[src/rtl/out_monitor_pkg.sv]
// Shared types and default sizes for the CPU output monitor.
package out_monitor_pkg;

    localparam int unsigned DEF_WIDTH = 32;
    localparam int unsigned DEF_DEPTH = 16;

    typedef enum logic {
        RUN    = 1'b0,
        HALTED = 1'b1
    } state_e;

endpackage

[src/rtl/out_monitor_fifo.sv]
// Capture FIFO: registered pop data, sticky overflow, push allowed into a full FIFO when popping.
module out_monitor_fifo
    import out_monitor_pkg::*;
#(
    parameter int unsigned WIDTH = DEF_WIDTH,
    parameter int unsigned DEPTH = DEF_DEPTH
) (
    input  logic                     clk,
    input  logic                     reset,
    input  logic                     push_i,
    input  logic [WIDTH-1:0]         push_data_i,
    input  logic                     pop_i,
    output logic [WIDTH-1:0]         rd_data_o,
    output logic                     rd_valid_o,
    output logic [$clog2(DEPTH):0]   count_o,
    output logic                     empty_o,
    output logic                     full_o,
    output logic                     overflow_o,
    output logic                     full_next_o
);

    localparam int unsigned AW = $clog2(DEPTH);
    localparam int unsigned CW = AW + 1;

    logic [WIDTH-1:0] mem_q [DEPTH];
    logic [AW-1:0]    wr_ptr_q;
    logic [AW-1:0]    rd_ptr_q;
    logic [CW-1:0]    count_q;
    logic [CW-1:0]    count_d;
    logic [WIDTH-1:0] rd_data_q;
    logic             rd_valid_q;
    logic             overflow_q;
    logic             pop_ok;
    logic             push_ok;

    assign pop_ok  = pop_i && (count_q != '0);
    assign push_ok = push_i && ((count_q != CW'(DEPTH)) || pop_ok);

    always_comb begin
        count_d = count_q;
        if (push_ok && !pop_ok) begin
            count_d = count_q + CW'(1);
        end else if (!push_ok && pop_ok) begin
            count_d = count_q - CW'(1);
        end
    end

    always_ff @(posedge clk or negedge reset) begin
        if (!reset) begin
            wr_ptr_q   <= '0;
            rd_ptr_q   <= '0;
            count_q    <= '0;
            rd_data_q  <= '0;
            rd_valid_q <= 1'b0;
            overflow_q <= 1'b0;
        end else begin
            count_q    <= count_d;
            rd_valid_q <= pop_ok;
            if (push_ok) begin
                wr_ptr_q <= wr_ptr_q + AW'(1);
            end
            if (pop_ok) begin
                rd_ptr_q  <= rd_ptr_q + AW'(1);
                rd_data_q <= mem_q[rd_ptr_q];
            end
            if (push_i && !push_ok) begin
                overflow_q <= 1'b1;
            end
        end
    end

    // Storage needs no reset: reset clears the pointers and count, discarding contents.
    always_ff @(posedge clk) begin
        if (push_ok) begin
            mem_q[wr_ptr_q] <= push_data_i;
        end
    end

    assign rd_data_o   = rd_data_q;
    assign rd_valid_o  = rd_valid_q;
    assign count_o     = count_q;
    assign empty_o     = (count_q == '0);
    assign full_o      = (count_q == CW'(DEPTH));
    assign overflow_o  = overflow_q;
    assign full_next_o = (count_d == CW'(DEPTH));

endmodule

[src/rtl/out_monitor.sv]
// CPU output monitor: captures changes of cpu_out into a FIFO and raises haltext on
// a watchpoint match or (optionally) a full FIFO.
module out_monitor
    import out_monitor_pkg::*;
#(
    parameter int unsigned WIDTH        = DEF_WIDTH,
    parameter int unsigned DEPTH        = DEF_DEPTH,
    parameter bit          HALT_ON_FULL = 1'b1
) (
    input  logic                   clk,
    input  logic                   reset,
    input  logic [WIDTH-1:0]       cpu_out,
    input  logic                   watch_en,
    input  logic [WIDTH-1:0]       watch_val,
    input  logic                   resume,
    input  logic                   rd_en,
    output logic                   haltext,
    output logic [WIDTH-1:0]       rd_data,
    output logic                   rd_valid,
    output logic [$clog2(DEPTH):0] count,
    output logic                   empty,
    output logic                   full,
    output logic                   overflow
);

    state_e           state_q;
    logic             haltext_q;
    logic             first_q;
    logic [WIDTH-1:0] last_q;
    logic             push;
    logic             full_next;
    logic             halt_cond;

    assign push      = (state_q == RUN) && (first_q || (cpu_out != last_q));
    // Full is judged on the occupancy after this edge's push/pop.
    assign halt_cond = (watch_en && (cpu_out == watch_val)) || (HALT_ON_FULL && full_next);

    always_ff @(posedge clk or negedge reset) begin
        if (!reset) begin
            state_q   <= RUN;
            haltext_q <= 1'b0;
            first_q   <= 1'b1;
            last_q    <= '0;
        end else begin
            if (push) begin
                last_q  <= cpu_out;
                first_q <= 1'b0;
            end
            case (state_q)
                RUN: begin
                    if (halt_cond) begin
                        state_q   <= HALTED;
                        haltext_q <= 1'b1;
                    end
                end
                HALTED: begin
                    if (resume && !halt_cond) begin
                        state_q   <= RUN;
                        haltext_q <= 1'b0;
                    end
                end
                default: begin
                    state_q   <= RUN;
                    haltext_q <= 1'b0;
                end
            endcase
        end
    end

    assign haltext = haltext_q;

    out_monitor_fifo #(
        .WIDTH (WIDTH),
        .DEPTH (DEPTH)
    ) u_fifo (
        .clk         (clk),
        .reset       (reset),
        .push_i      (push),
        .push_data_i (cpu_out),
        .pop_i       (rd_en),
        .rd_data_o   (rd_data),
        .rd_valid_o  (rd_valid),
        .count_o     (count),
        .empty_o     (empty),
        .full_o      (full),
        .overflow_o  (overflow),
        .full_next_o (full_next)
    );

endmodule

[config.mk]
export PLATFORM = sky130hd
export DESIGN_NAME = out_monitor
export DESIGN_NICKNAME = d
export VERILOG_FILES = /design/src/rtl/out_monitor_pkg.sv /design/src/rtl/out_monitor_fifo.sv /design/src/rtl/out_monitor.sv
export SDC_FILE = /design/constraint.sdc
export NUM_CORES = 1
export LEC_CHECK = 0
export BUFFER_PORTS_ARGS = -buffer_cell sky130_fd_sc_hd__buf_2
export CAP_MARGIN = 5
export CORE_MARGIN = 4
export CORE_UTILIZATION = 35
export DETAILED_ROUTE_END_ITERATION = 6
export PLACE_DENSITY = 0.59
export SYNTH_ARGS = -nofsm -noshare
export SYNTH_HDL_FRONTEND = slang
export SYNTH_SLANG_ARGS = --single-unit
[constraint.sdc]
create_clock -name clk -period 4.04 [get_ports clk]
set_input_delay 0.808 -clock clk [delete_from_list [all_inputs] [get_ports clk]]
set_output_delay 0.808 -clock clk [all_outputs]
set_load 0.01 [all_outputs]
==> results.json <==
{
  "critPathBufInv": 2,
  "syn_inst": 1122,
  "finalCritPeriodShare_pct": 75.8,
  "htree_levels": 2,
  "detail_route.wl_per_cell_um": 26.2,
  "synthSimpleGateAreaFrac_pct": 3.56,
  "ant_nets": 0,
  "cp.required_ns": 4.32,
  "yosys_warnings": 0,
  "synth_compound_area_share_pct": 0.349,
  "grt_pass1_wl_um": 85000,
  "synth_area_sq_um": 23300,
  "hold_path.class": "input port to async pin",
  "synth_xor_area_share_pct": 2.78,
  "core-area_sq_um": 65900,
  "internal-power_uw": 14000,
  "worstPathMaxFanout": 19,
  "switching_share_pct": 30.3,
  "gp_congestion": 0.831,
  "die_x_um": 266,
  "gr-total-overflow": 0,
  "drv_cap": 0,
  "crit_slowest_cell": "nor2b_1",
  "drive_above_1_share_pct": 35.3,
  "total_power_uw": 20100,
  "start_util_pct": 35.4,
  "dp_hpwl_um": 36700,
  "cts_made_buffers": 58,
  "cp_slowest_stage_delay_ns": 0.58,
  "cts_resized": 0,
  "clockPowerShare_pct": 26.6,
  "synthArstFlopShare_pct": 13.8,
  "crit_arrival_ns": 3.34,
  "seq_area_sq_um": 17400,
  "io_pins": 111,
  "hold_viol_final": 0,
  "final_area_sq_um": 27500,
  "die_area_sq_um": 70800,
  "seq_area_frac_synth_pct": 74.7,
  "nFillCells": 5796,
  "cts.sinks": 594,
  "power_frac_seq_pct": 44.0,
  "postCtsSetupRepairBufs": 0,
  "die_h_um": 266,
  "synthAdderAreaFrac_pct": 0.429,
  "track_usage_pct": 16.5,
  "p_leak_uw": 0.00933,
  "rsz0062_at_grt": "false",
  "via_per_inst": 5.22,
  "drv_slew": 0,
  "status": "completed",
  "ys_seq_elements": 594,
  "worst-slew-pin-transition_ns": 0.920,
  "synth_edf_count": 512,
  "critPathKind": "input port to register",
  "synthFlopType": "edfxtp_1",
  "relSlewSlack_pct": 38.6,
  "fin_crit_ns": 3.06,
  "grt_pass1_vias": 12246,
  "multiInputGateArea_sq_um": 5810,
  "fin_worst_skew_ns": 0.0239,
  "cts_root_buffer": "clkbuf_16",
  "grt_max_degree": 58,
  "p_per_area_nw_per_um2": 729,
  "setup_violations": 0,
  "ir_worst_vdd_v": 0.000352,
  "placementRows": 94,
  "antenna_found_initial": 1,
  "power.switching_uw": 6070,
  "avgSynthCellArea_sq_um": 20.8,
  "cp_cell_sequence": "buf_2 -> xnor2_1 -> nand4_1 -> nor4_2 -> a31oi_4 -> nor2b_1 -> nand2_1 -> nor2_4 -> buf_4",
  "yosys-mux-area-fraction_pct": 17.2,
  "insertion_delay_ns": 0.62,
  "synth_top_family_by_area": "multiplexers",
  "clk_pin_slew_ns": 0.06,
  "holdWs_ns": 0.189,
  "post_dp_cell_area_sq_um": 25600,
  "cts_tree": "yes",
  "drt_iter0_markers": 944,
  "diodes": 0,
  "fin_ws_ns": 0.976,
  "pre_cts_ws_ns": 0.342,
  "syn_to_final_growth_pct": 17.9,
  "fin_nets": 1383,
  "max_clock_freq_mhz": 326,
  "combPwrFrac_pct": 29.4,
  "cp-end-kind": "register",
  "io_buffers": 110,
  "start_kind": "input port",
  "hold_buffers": 0,
  "vias": 11578,
  "drc": 0,
  "first_pass_iters": 4,
  "syn_nets": 1199,
  "yosysUniqueCellTypes": 42,
  "tns_ns": 0,
  "drt-total-wl_um": 58100,
  "cpLargestDelayFamily": "simple AND/OR/NAND/NOR gates",
  "clockBufferDepth": 3
}
## cell type report
cell class              count  share of cell area, %
multi-input cells         469                   21.1
well taps                 864                   3.93
flip-flops and latches    594                   63.4
clock buffers              78                   5.74
inverters                   7                 0.0955
repair buffers            176                   4.63
clock inverters            32                   1.09
## kinds of logic after synthesis
group	count (synthesis)
adders and majority gates	8
AOI/OAI and AO/OA	11
muxes	196
and+or+nand+nor	180
DFF	594
buffers and inverters	59
xor gates and xnor gates	74
## registers in the layout, indices dropped and copies added (netlist names), 4 cells and up
name	count
last_q	32
u_fifo.count_o	5
u_fifo.mem_q	512
u_fifo.rd_data_o	32
u_fifo.rd_ptr_q	4
u_fifo.wr_ptr_q	4
## placed cells by master, fill, tap and decap left out, types with 4 or more instances in the layout
cell / count
xor2_1: 32
nand2_1: 110
ha_1: 8
clkinv_2: 12
nor2_4: 12
clkbuf_1: 16
xnor2_1: 42
clkinv_1: 11
buf_12: 18
inv_1: 6
dfrtp_1: 77
bufinv_16: 5
edfxtp_1: 512
nor4_1: 11
mux4_2: 160
buf_4: 49
mux2i_1: 4
nand4_1: 11
nor3_4: 4
clkbuf_16: 59
nand2b_1: 4
nor3_1: 5
nor2_1: 5
mux2_2: 32
buf_2: 109
## final timing paths
check	start	endpoint	slack, ns	cells past startpoint
worst max-delay path	cpu_out[6]	u_fifo.mem_q[13][25]	0.98	9
worst min-delay path	reset	u_fifo.rd_data_o[22]	0.19	1
worst max register to register	u_fifo.count_o[1]	haltext	0.98	11
worst min register to register	u_fifo.rd_data_o[15]	u_fifo.rd_data_o[15]	0.47	2
max in group asynchronous	reset	u_fifo.rd_ptr_q[0]	2.94	2
min in group clk	resume	state_q	0.46	2
## power by group through the flow
stage / clock network (uW) / logic (uW) / registers, uW
3_3_place_gp: 0 / 5980 / 8920
5_1_grt: 5750 / 6360 / 8970
6_report: 5330 / 5900 / 8840
3_5_place_dp: 0 / 6050 / 8980
2_1_floorplan: 0 / 3930 / 8610
4_1_cts: 5460 / 6060 / 8860
## stage by stage
step	std cells	utilization, %
2_1_floorplan	1122	-
3_3_place_gp	2110	38.9
3_5_place_dp	2110	38.9
4_1_cts	2220	41.8
5_1_grt	2220	41.8
6_report	2220	41.8
## routing by layer
metal | global-route usage (%) | wire, um
met1 | 23.2 | 25100
met2 | 26.4 | 28100
met3 | 3.41 | 3670
met4 | 4.52 | 1280
met5 | 0 | 0
## Yosys cell counts, types with 2 or more instances
cell type	number	area share, %
and4b_1	3	0.13
nor2_1	17	0.27
o21ai_0	2	0.043
nand2_1	110	1.8
xor2_1	32	1.2
dfrtp_1	81	8.7
nor3_1	9	0.19
clkbuf_1	30	0.48
xnor2_1	42	1.6
a21oi_1	2	0.043
nand4_1	11	0.30
buf_2	7	0.15
nand2b_1	5	0.13
mux2i_1	4	0.17
mux4_2	160	15
buf_1	14	0.23
mux2_2	32	1.5
ha_1	8	0.43
nor4_1	11	0.30
or4_1	2	0.064
edfxtp_1	512	66
inv_1	6	0.097
nand3_1	3	0.064
No activity file was read; power rests on OpenSTA's default activity.
